$ cat src/rtl/fifo_read_drain.sv
`default_nettype none
// ============================================================================
// Module  : fifo_read_drain
// Brief   : Read-side burst engine: pulls words from a FIFO read port and
//           streams them out through a small skid buffer.
// Revision: 1.0
// ============================================================================
module fifo_read_drain #(
    parameter int DATA_WIDTH = 8,
    parameter int BUF_DEPTH  = 4,
    parameter int CNT_WIDTH  = 16
) (
    input  logic                  rclk,
    input  logic                  rrst,
    input  logic                  start,
    input  logic [CNT_WIDTH-1:0]  burst_len,
    output logic                  busy,
    output logic                  done,
    input  logic                  fifo_empty,
    output logic                  fifo_r_en,
    input  logic [DATA_WIDTH-1:0] fifo_data_out,
    output logic [DATA_WIDTH-1:0] m_data,
    output logic                  m_valid,
    input  logic                  m_ready,
    output logic [CNT_WIDTH-1:0]  rd_count
);

    localparam int PTR_W = (BUF_DEPTH > 1) ? $clog2(BUF_DEPTH) : 1;
    localparam int OCC_W = PTR_W + 1;
    localparam logic [OCC_W:0] c_depth = (OCC_W + 1)'(BUF_DEPTH);

    typedef enum logic [1:0] {
        S_IDLE  = 2'd0,
        S_RUN   = 2'd1,
        S_DRAIN = 2'd2
    } state_t;

    state_t                r_state;
    state_t                w_next_state;
    logic [CNT_WIDTH-1:0]  r_len;
    logic [CNT_WIDTH-1:0]  r_issued;
    logic [CNT_WIDTH-1:0]  r_rd_count;
    logic                  r_inflight;
    logic                  r_zero_done;
    logic [DATA_WIDTH-1:0] r_mem [BUF_DEPTH];
    logic [PTR_W-1:0]      r_wr_ptr;
    logic [PTR_W-1:0]      r_rd_ptr;
    logic [OCC_W-1:0]      r_occ;

    logic                  w_start_ok;
    logic                  w_start_zero;
    logic                  w_push;
    logic                  w_pop;
    logic                  w_credit_ok;
    logic                  w_drained;
    logic                  w_drain_done;
    logic [CNT_WIDTH-1:0]  w_issued_inc;

    assign w_start_ok   = (r_state == S_IDLE) && start && (burst_len != '0);
    assign w_start_zero = (r_state == S_IDLE) && start && (burst_len == '0);
    assign w_push       = r_inflight;
    assign w_pop        = m_valid && m_ready;
    assign w_issued_inc = r_issued + CNT_WIDTH'(1);
    assign w_drained    = !r_inflight && (r_occ == '0);

    // Credit counts registered occupancy plus the word in flight; a pop in
    // the same cycle is deliberately not credited to keep the path short.
    assign w_credit_ok = (({1'b0, r_occ}) + (OCC_W + 1)'(r_inflight)) < c_depth;

    assign fifo_r_en = (r_state == S_RUN) && !fifo_empty &&
                       (r_issued < r_len) && w_credit_ok;

    assign m_valid  = (r_occ != '0);
    assign m_data   = r_mem[r_rd_ptr];
    assign rd_count = r_rd_count;

    always_ff @(posedge rclk or posedge rrst) begin
        if (rrst) begin
            r_state <= S_IDLE;
        end else begin
            r_state <= w_next_state;
        end
    end

    always_comb begin
        w_next_state = r_state;
        w_drain_done = 1'b0;
        busy         = 1'b0;
        case (r_state)
            S_IDLE: begin
                if (w_start_ok) begin
                    w_next_state = S_RUN;
                end
            end
            S_RUN: begin
                busy = 1'b1;
                if (fifo_r_en && (w_issued_inc == r_len)) begin
                    w_next_state = S_DRAIN;
                end
            end
            S_DRAIN: begin
                busy = 1'b1;
                if (w_drained) begin
                    w_next_state = S_IDLE;
                    w_drain_done = 1'b1;
                end
            end
            default: begin
                w_next_state = S_IDLE;
            end
        endcase
        done = w_drain_done || r_zero_done;
    end

    always_ff @(posedge rclk or posedge rrst) begin
        if (rrst) begin
            r_len       <= '0;
            r_issued    <= '0;
            r_rd_count  <= '0;
            r_inflight  <= 1'b0;
            r_zero_done <= 1'b0;
        end else begin
            r_inflight  <= fifo_r_en;
            r_zero_done <= w_start_zero;
            if (w_start_ok) begin
                r_len      <= burst_len;
                r_issued   <= '0;
                r_rd_count <= '0;
            end else begin
                if (fifo_r_en) begin
                    r_issued <= w_issued_inc;
                end
                if (w_pop) begin
                    r_rd_count <= r_rd_count + CNT_WIDTH'(1);
                end
            end
        end
    end

    // Skid buffer: pointers wrap naturally at BUF_DEPTH.
    always_ff @(posedge rclk or posedge rrst) begin
        if (rrst) begin
            for (int i = 0; i < BUF_DEPTH; i++) begin
                r_mem[i] <= '0;
            end
            r_wr_ptr <= '0;
            r_rd_ptr <= '0;
            r_occ    <= '0;
        end else begin
            if (w_push) begin
                r_mem[r_wr_ptr] <= fifo_data_out;
                r_wr_ptr        <= r_wr_ptr + PTR_W'(1);
            end
            if (w_pop) begin
                r_rd_ptr <= r_rd_ptr + PTR_W'(1);
            end
            case ({w_push, w_pop})
                2'b10:   r_occ <= r_occ + OCC_W'(1);
                2'b01:   r_occ <= r_occ - OCC_W'(1);
                default: r_occ <= r_occ;
            endcase
        end
    end

endmodule
`default_nettype wire

$ cat config.mk
export PLATFORM = sky130hd
export DESIGN_NAME = fifo_read_drain
export DESIGN_NICKNAME = d
export VERILOG_FILES = /design/src/rtl/fifo_read_drain.sv
export SDC_FILE = /design/constraint.sdc
export NUM_CORES = 1
export LEC_CHECK = 0
export ABC_CLOCK_PERIOD_IN_PS = 4800
export CAP_MARGIN = 25
export CORE_MARGIN = 2
export CORE_UTILIZATION = 55
export CTS_BUF_LIST = sky130_fd_sc_hd__clkbuf_8 sky130_fd_sc_hd__clkbuf_16
export CTS_CLUSTER_SIZE = 40
export DETAILED_ROUTE_END_ITERATION = 12
export GPL_ROUTABILITY_DRIVEN = 0
export GPL_TIMING_DRIVEN = 0
export HOLD_SLACK_MARGIN = 0.05
export PLACE_DENSITY_LB_ADDON = 0.2
export SLEW_MARGIN = 5
export SYNTH_ARGS = -nofsm -noshare
export SYNTH_HDL_FRONTEND = slang
export SYNTH_SLANG_ARGS = --single-unit
$ cat constraint.sdc
create_clock -name rclk -period 4.8 [get_ports rclk]
set_input_delay 0.72 -clock rclk [delete_from_list [all_inputs] [get_ports rclk]]
set_output_delay 0.72 -clock rclk [all_outputs]
set_load 0.01 [all_outputs]
-- Word level (Yosys, flattened, before mapping)
Index checks and enable logic that the tools add are counted.
- flip-flop bits (word level): 91
- bits in latches: 0
- bits in writable memories: 0
- bits in read-only memories: 0
- word-level logic and storage cells: 76
- memories kept: 0
- $add $sub $neg: 7
- multipliers: 0
- div/mod/pow operators: 0
- $lt $le $gt $ge: 5
- eq/ne operators: 8
- shift operators: 0
- multiplexer cells: 18
- bitwise logic cells: 2
- reductions and logical operators: 23
- operator list (cell ; count):
    2-to-1 mux 16 bit ; 4
    adder 16 x 1 -> 16 bit (second input constant) ; 2
    bitwise mux 32 bit ; 1
    2-to-1 mux 8 bit ; 3
    binary-select mux 8 bit (select 2 bit) ; 1
    demux 8 bit (select 2 bit) ; 1
    equality test 16 bit ; 1
    logical NOT 16 bit ; 1
    < comparator 16 bit ; 1
    nonzero test 16 bit ; 1
    logical AND 1 bit ; 10
    >= comparator 3 bit (second input constant) ; 2
    2-to-1 mux 2 bit ; 3
    inverter 2 -> 3 bit ; 2
    case mux 2 bit (3 select lines) ; 1
    case mux 3 bit (2 select lines) ; 1
    nonzero test 2 bit ; 3
    adder 2 x 1 -> 2 bit (second input constant) ; 2
    adder 3 x 1 -> 4 bit ; 1
    equality test 2 x 1 -> 1 bit (second input constant) ; 2
    equality test 2 bit (second input constant) ; 2
    < comparator 4 x 3 -> 1 bit (second input constant) ; 1
    != test 2 bit (second input constant) ; 2
    adder 3 x 1 -> 3 bit (second input constant) ; 1
    other kinds (11) ; 14

-- Logic depth before layout (Yosys ltp)
- depth after elaboration: 7
- gate-level depth with buffers: 10
- mapped depth without buffers: 9

-- Worst setup path before layout
OpenSTA, ideal clock, no wires.
- path kind: flip-flop to output port
- start point: register r_issued[1]
- end point: output fifo_r_en
- arrival time: 1713 ps
- data required time: 4080 ps
- setup slack: 2367 ps
- stages on the path, launching flop included: 8
- path buffers: 1
- cells stage by stage: dfrtp_1 -> ha_1 -> nor2b_1 -> o31ai_1 -> a21oi_1 -> o21ai_1 -> and2_1 -> clkbuf_1
- cells in the longest elaborated chain, start to end: 3
- RTL lines (what ; RTL line ; text):
    from (decl) ; 41 ; logic [CNT_WIDTH-1:0] r_issued;
    from (signal assigned) ; 131 ; r_issued <= w_issued_inc;
    < comparator 16 bit ; 71 ; (r_issued < r_len) && w_credit_ok;
    logical AND 1 bit ; 70 ; assign fifo_r_en = (r_state == S_RUN) && !fifo_empty &&
    logical AND 1 bit ; 71 ;
    to (decl) ; 20 ; output logic fifo_r_en,
No other way between the ends.

-- Worst setup path after layout
- start point: register r_issued[13]
- end point: output fifo_r_en
The elaborated chain is that of the path after synthesis.

==> results.ini <==
[global_route]
grt_pass1_vias = 3868
grt_pass1_wl_um = 19200
antenna_found_initial = 0
grt_max_degree = 60
track_usage_pct = 24.5
grt_remaining_overflow = 0

[synthesis]
syn_nets = 532
synth_seq_cells = 91
syn_area_per_cell_um2 = 10.6
synth_area_leaders = dfrtp_1, mux2_2, ha_1
syn_inst = 475
synth-edff-count = 0
mappedNetlistArea_mm2 = 0.00504
synth_cell_type_count = 53
yosysTopAreaCell = dfrtp_1
ys.flop_type = dfrtp_1
ys_warn_count = 0
yosysTopAreaCellShare_pct = 45.2
yosysSeqAreaShare_pct = 45.2
async_reset_ff_share_pct = 100

[floorplan]
start_util_pct = 57.2
die-area_mm2 = 0.00995
core_area_mm2 = 0.00881
num_io_pins = 57
die_w_um = 99.7
die_y_um = 99.7
rows = 34

[routing]
firstDrtPassIters = 4
vias = 3792
ant_nets = 0
viasPerCell = 5.78
met3WireLength_um = 472
wl_um = 11300
routed.top_layer = met4
wl_per_cell_um = 17.2
post-route-drc-count = 0
m1WireLength_um = 5050
wl_met2_um = 5590
drtIter0Drc = 180

[placement]
dp_cells = 640
hpwl_um = 8350
io_buffers = 56
dp_slack_ps = 1300

[sta]
slew_headroom_pct = 45.1
rsz0062_at_grt = false
finalHoldViolCount = 0
fin_ws_ps = 1050
fin_crit_sh_pct = 78.2
fmax_mhz = 266
worstMarginPinSlew_ps = 823
fin_skew_ps = 12.4
slew_viol_final = 0
fin_crit_ps = 3750
tns_ps = 0
setup_viol = 0

[clocking]
cts_buffers = 9
clk_latency_ps = 370
clock_path_buffers = 2
cts_tree = built
post-cts-setup-buffer-count = 0
path_clk_slew_ps = 90
cts-hold-fix-buffers = 0
post_cts_resized = 0
cts.sinks = 91
htreeDepth = 3
cts_root_buf = clkbuf_8

[pwr]
p_per_area_mw_per_mm2 = 461
power_mw = 2.75
vdd_drop_max_uv = 203
leakagePower_nw = 2.64

[cells_and_area]
n_antenna_cell = 0
synthToLayoutAreaGrowth_pct = 18.3
fillerInstances = 707
instances_no_fill = 656
multi_input_area_mm2 = 0.00254
drive_gt1_share_pct = 13.5
final_common_cell = dfrtp_1
regArea_mm2 = 0.00228
final_util_pct = 67.7
final_cell_mix = dfrtp_1, clkdlybuf4s50_1, nor2_1, nand2_1, xor2_1
final_nets = 600

[critical_path]
crit_buf_inv = 2
critPathArrivalTime_ps = 3030
regToRegStartpoint = r_issued[1]$_DFFE_PP0P_
cp_slowest_cell = clkdlybuf4s50_1
crit_path_end_kind = primary output
critical_path_peak_fanout = 7
worstSetupStartpoint = r_issued[13]$_DFFE_PP0P_
worstPathRequired_ps = 4080
path_delay_family = buffers and inverters
crit_type = reg2out
cpPeakStageDelay_ps = 620
path_cells = ha_1 -> a21oi_1 -> nor2b_1 -> o21ai_0 -> o311a_1 -> and2_1 -> clkbuf_1 -> clkdlybuf4s50_1
start_kind = register

[run_status]
status = finished clean

[hold_path]
holdCritPathClass = reg2reg
min_from = r_occ[0]$_DFFE_PP0P_

[job]
cap_violations = 0

[metal layers]
| layer | GRT usage, % | vias to the layer above |
|---|---|---|
| li1 | - | 1794 |
| met1 | 33.3 | 1907 |
| met2 | 40.2 | 76 |
| met3 | 3.79 | 15 |
| met4 | 8.64 | 0 |
| met5 | 0 | - |
[worst paths after layout]
kind                                          end  slack (ps)  cells after the start
max                                     fifo_r_en        1050                      8
min                          r_occ[0]$_DFFE_PP0P_         500                      1
max reg2reg                r_state[1]$_DFFE_PP0P_        1980                      8
min reg2reg                  r_occ[0]$_DFFE_PP0P_         500                      1
max in group asynchronous   r_zero_done$_DFF_PP0_        3460                      3
min in group asynchronous    r_mem[5]$_DFFE_PP0P_         700                      2
[per-stage QoR]
stage | cell area, um^2 | hold slack (ps)
floorplan | 5040 | 456
finish | 5960 | 500
detailed placement | 5770 | 486
global placement | 5740 | 482
CTS | 5960 | 498
global route | 5960 | 523
[cells by family (layout without fill, tap and decap cells)]
logic type / after synthesis / count (layout) / synth area share, %
fa+ha+maj: 28 / 28 / 7.10
compound gates: 58 / 58 / 7.27
xor+xnor: 51 / 51 / 8.86
buf+inv: 51 / 124 / 4.49
mux: 47 / 47 / 12.2
simple gates: 149 / 149 / 14.9
flops: 91 / 91 / 45.2
[final cells by class]
type                       instances  share of cell area [%]
clock buffer                      10                    2.31
tap                              108                    2.27
inverter                          29                    1.87
clock inverter                     6                   0.986
buffer                            22                    1.97
multi-input combinational        333                    42.5
sequential                        91                    38.2
timing repair buffer              57                    9.86
[worst register-to-register path, delay by kind of cell (launching register included)]
kind            cells  cell delay (ps)
simple gates        4             1140
fa+ha+maj           1              350
compound gates      2              380
mux                 1              350
flops               1              510
[flip-flops by register name (all words and copies together) (netlist names)]
signal       cells
r_rd_ptr         2
r_zero_done      1
r_wr_ptr         2
rd_count        16
r_state          2
r_inflight       1
r_occ            3
r_len           16
r_issued        16
r_mem           32
[report_power, final]
group / switching (mW) / internal (mW) / total, mW
clock: 0.293 / 0.212 / 0.506
sequential: 0.165 / 0.990 / 1.15
combinational: 0.481 / 0.607 / 1.09
total: 0.939 / 1.81 / 2.75
[Yosys cell counts, types with 2 or more instances]
cell type	n
ha_1	27
o21ai_1	2
and4_1	2
nand4_1	16
nor2_1	42
o2111ai_1	2
mux2i_1	5
nand3_1	15
buf_2	4
nor2b_1	3
mux2_2	33
o31ai_1	2
nand2_1	36
nor3_1	4
xor2_1	34
and3_1	8
a32oi_1	2
xnor2_1	17
and2_1	2
inv_1	29
clkbuf_1	12
buf_6	3
nor4_1	7
a31oi_1	2
a21oi_1	11
o21a_1	2
buf_4	2
dfrtp_1	91
or3_1	5
mux4_2	8
a21o_1	3
o21ai_0	23
Power figures use the tool's default switching activity.
